### config.mk
export PLATFORM = sky130hd
export DESIGN_NAME = twiddle_scheduler
export DESIGN_NICKNAME = d
export VERILOG_FILES = /design/src/rtl/fft_ctrl_pkg.sv /design/src/rtl/twiddle_index_gen.sv /design/src/rtl/twiddle_scheduler.sv
export SDC_FILE = /design/constraint.sdc
export NUM_CORES = 1
export LEC_CHECK = 0
export ABC_AREA = 0
export ABC_CLOCK_PERIOD_IN_PS = 5250
export CORE_UTILIZATION = 30
export DETAILED_ROUTE_END_ITERATION = 10
export PLACE_DENSITY = 0.49
export RECOVER_POWER = 25
export SLEW_MARGIN = 20
export SYNTH_ARGS = -nofsm -noshare
export SYNTH_HDL_FRONTEND = slang
export SYNTH_SLANG_ARGS = --single-unit
### constraint.sdc
create_clock -name clk -period 5.25 [get_ports clk]
set_input_delay 1.05 -clock clk [delete_from_list [all_inputs] [get_ports clk]]
set_output_delay 1.05 -clock clk [all_outputs]
set_load 0.1 [all_outputs]
### src/rtl/fft_ctrl_pkg.sv
// Shared constants and types for the FFT twiddle scheduling control path.
package fft_ctrl_pkg;

  localparam int LOG2N      = 6;
  localparam int NSTAGES    = 6;
  localparam int NBEATS     = 8;
  localparam int LANES      = 8;
  localparam int LANE_SHIFT = $clog2(LANES);
  localparam int OUTST_W    = 4;

  localparam logic [OUTST_W-1:0] OUTST_MAX = '1;

  typedef enum logic [1:0] {
    IDLE  = 2'd0,
    ISSUE = 2'd1,
    DRAIN = 2'd2,
    DONE  = 2'd3
  } state_t;

  function automatic int clog2_min1(input int n);
    return (n > 1) ? $clog2(n) : 1;
  endfunction

endpackage

### src/rtl/twiddle_index_gen.sv
// Combinational twiddle index for lane 0 and per-lane increment of one beat.
module twiddle_index_gen
  import fft_ctrl_pkg::*;
#(
  parameter int STAGE_W = 3,
  parameter int BEAT_W  = 3
) (
  input  logic [STAGE_W-1:0] i_stage,
  input  logic [BEAT_W-1:0]  i_beat,
  output logic [LOG2N-1:0]   o_start,
  output logic [LOG2N-1:0]   o_step
);

  logic [STAGE_W-1:0] w_shift;
  logic [LOG2N-1:0]   w_base;

  // Everything is mod 2^LOG2N, so truncating before the shift loses nothing.
  assign w_shift = STAGE_W'(LOG2N - 1) - i_stage;
  assign w_base  = LOG2N'(i_beat) << LANE_SHIFT;

  assign o_start = w_base << w_shift;
  assign o_step  = LOG2N'(1) << w_shift;

endmodule

### src/rtl/twiddle_scheduler.sv
// Sequences radix-2 stages of beats to the complex multiplier, tracking in-flight results.
module twiddle_scheduler #(
  parameter int NSTAGES = fft_ctrl_pkg::NSTAGES,
  parameter int NBEATS  = fft_ctrl_pkg::NBEATS
) (
  input  logic                           clk,
  input  logic                           rst_n,
  input  logic                           go,
  input  logic                           src_valid,
  output logic                           src_ready,
  output logic                           cm_isValid,
  output logic [fft_ctrl_pkg::LOG2N-1:0] cm_start,
  output logic [fft_ctrl_pkg::LOG2N-1:0] cm_step,
  input  logic                           cm_resultValid,
  output logic                           busy,
  output logic                           done,
  output logic                           err
);

  import fft_ctrl_pkg::*;

  localparam int STAGE_W = clog2_min1(NSTAGES);
  localparam int BEAT_W  = clog2_min1(NBEATS);

  state_t             r_state, w_state_nxt;
  logic [STAGE_W-1:0] r_stage, w_stage_nxt;
  logic [BEAT_W-1:0]  r_beat, w_beat_nxt;
  logic [OUTST_W-1:0] r_outst, w_outst_nxt;
  logic               r_err;

  logic               w_issue_req;
  logic               w_block;
  logic               w_issue;
  logic               w_res_spur;
  logic [LOG2N-1:0]   w_start;
  logic [LOG2N-1:0]   w_step;

  twiddle_index_gen #(
    .STAGE_W (STAGE_W),
    .BEAT_W  (BEAT_W)
  ) u_index_gen (
    .i_stage (r_stage),
    .i_beat  (r_beat),
    .o_start (w_start),
    .o_step  (w_step)
  );

  assign w_issue_req = rst_n && (r_state == ISSUE) && src_valid;
  assign w_block     = (r_outst == OUTST_MAX);
  assign w_issue     = w_issue_req && !w_block;
  assign w_res_spur  = cm_resultValid && (r_outst == '0);

  // A simultaneous issue and result cancel; a result with nothing in flight is dropped.
  always_comb begin
    w_outst_nxt = r_outst;
    if (w_issue && !cm_resultValid) begin
      w_outst_nxt = r_outst + OUTST_W'(1);
    end else if (!w_issue && cm_resultValid && (r_outst != '0)) begin
      w_outst_nxt = r_outst - OUTST_W'(1);
    end
  end

  always_comb begin
    w_state_nxt = r_state;
    w_stage_nxt = r_stage;
    w_beat_nxt  = r_beat;
    case (r_state)
      IDLE: begin
        if (go) begin
          w_state_nxt = ISSUE;
          w_stage_nxt = '0;
          w_beat_nxt  = '0;
        end
      end
      ISSUE: begin
        if (w_issue) begin
          if (r_beat == BEAT_W'(NBEATS - 1)) begin
            w_state_nxt = DRAIN;
          end else begin
            w_beat_nxt = r_beat + BEAT_W'(1);
          end
        end
      end
      // Using the post-update count lets a result in this cycle release the stage.
      DRAIN: begin
        if (w_outst_nxt == '0) begin
          if (r_stage == STAGE_W'(NSTAGES - 1)) begin
            w_state_nxt = DONE;
          end else begin
            w_state_nxt = ISSUE;
            w_stage_nxt = r_stage + STAGE_W'(1);
            w_beat_nxt  = '0;
          end
        end
      end
      DONE: begin
        w_state_nxt = IDLE;
      end
      default: begin
        w_state_nxt = IDLE;
      end
    endcase
  end

  always_ff @(posedge clk) begin
    if (!rst_n) begin
      r_state <= IDLE;
      r_stage <= '0;
      r_beat  <= '0;
      r_outst <= '0;
      r_err   <= 1'b0;
    end else begin
      r_state <= w_state_nxt;
      r_stage <= w_stage_nxt;
      r_beat  <= w_beat_nxt;
      r_outst <= w_outst_nxt;
      r_err   <= r_err || w_res_spur || (w_issue_req && w_block);
    end
  end

  assign src_ready  = w_issue;
  assign cm_isValid = w_issue;
  assign cm_start   = rst_n ? w_start : '0;
  assign cm_step    = rst_n ? w_step : '0;
  assign busy       = rst_n && (r_state != IDLE);
  assign done       = rst_n && (r_state == DONE);
  assign err        = rst_n && r_err;

endmodule

==> results of run 1 <==
## cell usage after synthesis (all sizes together), types with 2 or more instances
cell type	number	area [µm²]
nor2	16	60.06
o21ai	6	33.78
a21oi	8	40.04
nand2	11	41.29
a32oi	2	17.52
dfxtp	13	260.3
and2	5	31.28
a31oi	3	18.77
ha	9	112.6
and3	7	43.79
nand3	4	20.02
buf	4	30.03
o2111a	2	22.52
or3	2	17.52
nand2b	3	18.77
mux2i	4	40.04
nor4	2	18.77
nor3	2	10.01
o211ai	3	22.52
nor2b	4	25.02
inv	6	22.52
o211a	2	20.02
clkbuf	2	7.510
## metal layers
metal / track usage [%] / routed length (µm) / share of wire (%) / vias to the layer above
met5: 0 / 0 / 0 / -
met4: 4.127 / 12 / 0.50 / 0
met3: 3.151 / 83 / 3.4 / 2
met2: 22.05 / 1056 / 44 / 24
met1: 18.66 / 1258 / 52 / 456
li1: - / - / - / 517
## metrics by stage
| stage | util, % | power (W) | cells |
|---|---|---|---|
| 2_1_floorplan | - | 0.0002990 | 136 |
| 3_3_place_gp | 36.68 | 0.0003356 | 194 |
| 3_5_place_dp | 36.68 | 0.0003361 | 194 |
| 4_1_cts | 37.46 | 0.0004003 | 198 |
| 5_1_grt | 36.87 | 0.0004231 | 198 |
| 6_report | 36.87 | 0.0003921 | 198 |
## sequential cells by signal (all words and copies together), names as in the netlist
signal,count
r_beat,3
r_outst,4
r_err,1
r_stage,3
r_state,2
## worst min-delay path by stage
| stage | from | slack, ps | end | cells after the start |
|---|---|---|---|---|
| after floorplan | r_beat[2]$_SDFFE_PN0P_ | 460 | r_beat[2]$_SDFFE_PN0P_ | 2 |
| after global placement | r_beat[2]$_SDFFE_PN0P_ | 500 | r_beat[2]$_SDFFE_PN0P_ | 2 |
| after detailed placement | r_beat[2]$_SDFFE_PN0P_ | 500 | r_beat[2]$_SDFFE_PN0P_ | 2 |
| after CTS | r_beat[2]$_SDFFE_PN0P_ | 510 | r_beat[2]$_SDFFE_PN0P_ | 2 |
| after global routing | r_beat[1]$_SDFFE_PN0P_ | 540 | r_beat[1]$_SDFFE_PN0P_ | 2 |
| final | r_beat[2]$_SDFFE_PN0P_ | 510 | r_beat[2]$_SDFFE_PN0P_ | 2 |
## critical path, cell delays in order
cell           delay [ps]
dlygate4sd3_1         900
nand4b_1              430
nor2_1                350
buf_4                 350
## kinds of logic (layout without fill, tap and decap cells)
kind of cell / Yosys count / count (layout)
flops: 13 / 13
compound gates: 33 / 33
xor+xnor: 1 / 1
simple gates: 60 / 60
other cells: 1 / 3
fa+ha+maj: 9 / 9
mux: 4 / 4
buf+inv: 13 / 29
## cell type report
class,count,area (µm²)
sequential,13,260.3
fill,397,2123
clock buffer,4,26.28
inverter,7,26.28
multi-input combinational,110,724.4
timing repair buffer,18,145.1
tap,46,57.56
## power groups by stage
stage / sequential [W] / combinational, W / clock (W)
floorplan: 0.000130 / 0.000169 / 0
global placement: 0.000136 / 0.000200 / 0
detailed placement: 0.000136 / 0.000200 / 0
CTS: 0.000134 / 0.000201 / 0.0000660
global route: 0.000136 / 0.000217 / 0.0000702
finish: 0.000133 / 0.000194 / 0.0000651
==> impl_metrics.json, run 1 <==
{
  "clkTransAtPathRegs_ps": 90,
  "setup_viol": 0,
  "comb_power_share_pct": 49.4,
  "switchingPower_w": 0.0001757,
  "rrSetupSlack_ps": 2760,
  "p_int_w": 0.0002163,
  "cts.sinks": 13,
  "swShare_pct": 44.83,
  "core_um2": 3363,
  "overflow": 0,
  "fp-row-count": 21,
  "yosysWarnings": 0,
  "synth.avg_cell_area_um2": 7.918,
  "final_max_slew_viol_count": 0,
  "synthArstFlopShare_pct": 0,
  "port_buffers": 18,
  "rsz0062_at_grt": "false",
  "synth_compound_area_share_pct": 22.29,
  "cts_made_buffers": 3,
  "synthSimpleGateAreaFrac_pct": 31.60,
  "p_clk_share_pct": 16.6,
  "insertedDiodeCount": 0,
  "tightest_slew_ps": 601.6,
  "layout-drive-gt1-share_pct": 13.16,
  "synth_top_family_by_area": "simple AND/OR/NAND/NOR gates",
  "leakagePower_nw": 0.5043,
  "critical_path_class": "in2out",
  "reg2reg_to": "r_stage[2]$_SDFFE_PN0P_",
  "p_per_area_nw_per_um2": 316.2,
  "yosysUniqueCellTypes": 41,
  "fin_ws_ps": 1113,
  "drt-pass1-iter-count": 5,
  "grt_pass1_vias": 863,
  "vias": 999,
  "startpoint": "rst_n",
  "die_area_um2": 3779,
  "synth.area.mux_share_pct": 3.774,
  "start_util_pct": 31.55,
  "synth_xor_area_share_pct": 0.8255,
  "syn-cell-area_um2": 1061,
  "cp-end-kind": "output port",
  "cts_resized": 0,
  "worst_r2r_path_depth": 7,
  "seq_power_share_pct": 34.0,
  "whs_ps": 509.8,
  "ctsLongestPathBuffers": 2,
  "arrival_ps": 3090,
  "track_usage_pct": 13.84,
  "hpwl_um": 1856,
  "layout_commonest_cell": "nor2_1",
  "cts_setup_buffers": 0,
  "max_freq_ghz": 0.2417,
  "cts-root-buf": "clkbuf_4",
  "h-tree-depth": 1,
  "synthCells": 134,
  "die_w_um": 61.47,
  "ys_seq_area_share_pct": 24.53,
  "synth_top_flop_cell": "dfxtp_1",
  "synth_edf_count": 0,
  "min_period_ps": 4137,
  "nets": 167,
  "hp-class": "reg2reg",
  "grt_pass1_wl_um": 3843,
  "slew_headroom_pct": 59.52,
  "final_area_um2": 1240,
  "final_cell_mix": "nor2_1 (16), buf_4 (14), dfxtp_1 (13)",
  "insertion_delay_ps": 280,
  "worst-endpoint-required_ps": 4200,
  "ioPinCount": 22,
  "area_delta_synth_final_pct": 16.86,
  "status": "complete, no violations",
  "r2r-start": "r_outst[0]$_SDFF_PN0_",
  "grt_start_max_net_pins": 17,
  "setup-tns-final_ps": 0,
  "avgViaCountPerCell": 5.045,
  "drt_iter0_markers": 46,
  "max_cap_viol_count": 0,
  "die_h_um": 61.47,
  "path_max_fanout": 16,
  "crit_end": "cm_isValid",
  "finClkSkew_ps": 1.189,
  "post_dp_cell_area_um2": 1234,
  "ir_drop_v": 0.0001123,
  "ys_ff_latch": 13,
  "report.final.hold_viol_count": 0,
  "antenna_found_initial": 0,
  "place_ws_ps": 1185,
  "cts_tree": "built",
  "cts_hold_buf": 0,
  "cp-start-kind": "primary input",
  "route.final.wire_length_um": 2410,
  "drc": 0,
  "final.period_utilization_pct": 78.80,
  "synth_fa_ha_area_share_pct": 10.61,
  "wl_per_cell_um": 12.17,
  "drtAntennaViolNets": 0,
  "place.gp.congestion": 0.7436
}
Note: power is estimated with default switching activity, not from simulation.
==> inputs of run 2 (changes only) <==
Settings changed: ABC_CLOCK_PERIOD_IN_PS 5250 to 3600, PLACE_DENSITY 0.49 to 0.5.
Clock period 5.25 ns to 3.6 ns, I/O delays scaled along.
==> impl_metrics.json, run 2 (synthesis gave the netlist of run 1 again) <==
{
  "status": "complete, no violations",
  "overflow": 0,
  "max_cap_viol_count": 0,
  "ioPinCount": 22,
  "cts-root-buf": "clkbuf_4",
  "cts_made_buffers": 3,
  "grt_pass1_wl_um": 4416,
  "final.period_utilization_pct": 86.60,
  "rrSetupSlack_ps": 1180,
  "insertion_delay_ps": 280,
  "max_freq_ghz": 0.3208,
  "drt-pass1-iter-count": 4,
  "cts.sinks": 13,
  "vias": 1043,
  "r2r-start": "r_state[0]$_SDFFE_PN0P_",
  "layout-drive-gt1-share_pct": 14.94,
  "die_area_um2": 3779,
  "p_per_area_nw_per_um2": 417.1,
  "hold_depth": 2,
  "drc": 0,
  "fin_ws_ps": 482.4,
  "critical_path_class": "in2out",
  "fp-row-count": 21,
  "grt_start_max_net_pins": 16,
  "drt_iter0_markers": 18,
  "reg2reg_to": "r_beat[0]$_SDFFE_PN0P_",
  "die_h_um": 61.47,
  "finClkSkew_ps": 0.9547,
  "cp-end-kind": "output port",
  "report.final.hold_viol_count": 0,
  "worst_r2r_path_depth": 6,
  "h-tree-depth": 1,
  "hp-class": "reg2reg",
  "ir_drop_v": 0.0002074,
  "path_max_fanout": 8,
  "avgViaCountPerCell": 5.215,
  "cts_hold_buf": 0,
  "min_from": "r_beat[2]$_SDFFE_PN0P_",
  "whs_ps": 512.5,
  "ctsLongestPathBuffers": 2,
  "clkTransAtPathRegs_ps": 80,
  "place.gp.congestion": 0.7720,
  "cts_setup_buffers": 0,
  "setup_viol": 0,
  "route.final.wire_length_um": 2619,
  "port_buffers": 18,
  "place_ws_ps": 643.6,
  "slew_headroom_pct": 60.59,
  "track_usage_pct": 15.72,
  "final_cell_mix": "nor2_1 (16), buf_12 (14), dfxtp_1 (13)",
  "drtAntennaViolNets": 0,
  "nets": 169,
  "worst-endpoint-required_ps": 2880,
  "reg.largest.list": "r_outst: 4 flops, r_beat: 3 flops, r_stage: 3 flops",
  "insertedDiodeCount": 0,
  "cts_resized": 0,
  "core_um2": 3363,
  "tightest_slew_ps": 585.7,
  "fin_util_pct": 42.67,
  "wl_per_cell_um": 13.10,
  "start_util_pct": 31.55,
  "antenna_found_initial": 0,
  "area_delta_synth_final_pct": 35.26,
  "grt_pass1_vias": 984,
  "top_register": "r_outst",
  "min_to": "r_beat[2]$_SDFFE_PN0P_",
  "rsz0062_at_grt": "false",
  "cp-start-kind": "primary input",
  "largest_reg_flops": 4,
  "min_period_ps": 3118,
  "leakagePower_nw": 0.5551,
  "hpwl_um": 2076,
  "arrival_ps": 2400,
  "cts_tree": "built",
  "layout_commonest_cell": "nor2_1",
  "final_max_slew_viol_count": 0,
  "die_w_um": 61.47
}
==> run 2: cell count changes in the layout (fill, tap and decap cells not counted) <==
cell and change:
and2_0 +1, a211oi_1 -1, and2_1 -1, buf_12 +14, buf_4 -12, a211oi_2 +1
==> run 2: power breakdown <==
group	total (W)	switching [W]	internal [W]
clock network	0.0000935	0.0000505	0.0000430
registers	0.000195	0.0000284	0.000166
logic	0.000310	0.000188	0.000123
total	0.000599	0.000267	0.000332
==> run 2: cell type report <==
| cell class | instances | area, µm² |
|---|---|---|
| fill | 379 | 1928 |
| multi-input combinational | 110 | 729.5 |
| timing repair buffer | 20 | 335.3 |
| sequential | 13 | 260.3 |
| tap | 46 | 57.56 |
| clock buffer | 4 | 26.28 |
| inverter | 7 | 26.28 |
==> run 2: worst max path at each step <==
stage | start | endpoint | depth (start not counted)
after floorplan | r_stage[1]$_SDFFE_PN0P_ | cm_start[3] | 4
after global placement | src_valid | r_stage[2]$_SDFFE_PN0P_ | 7
after detailed placement | src_valid | r_beat[0]$_SDFFE_PN0P_ | 7
after CTS | rst_n | cm_start[4] | 5
after global routing | rst_n | cm_isValid | 4
final | rst_n | src_ready | 4
==> run 2: critical path, cell delays in order <==
cell	delay, ps
dlygate4sd3_1	560
nand4b_1	350
nor2_1	520
buf_12	240
==> run 2: per-layer routing <==
metal	vias up	track usage [%]	wire (µm)
li1	524	-	-
met1	478	20.71	1211
met2	39	26.09	1259
met3	2	2.311	122
met4	0	5.714	25
met5	-	0	0
==> run 2: per-stage QoR <==
step | cells | power (W) | setup TNS (ps) | area, µm²
final | 200 | 0.0005986 | 0 | 1435
after global routing | 200 | 0.0006427 | 0 | 1435
after CTS | 200 | 0.0006014 | 0 | 1450
after detailed placement | 196 | 0.0005074 | 0 | 1424
after global placement | 196 | 0.0005018 | 0 | 1424
after floorplan | 136 | 0.0004361 | -469.4 | 1069
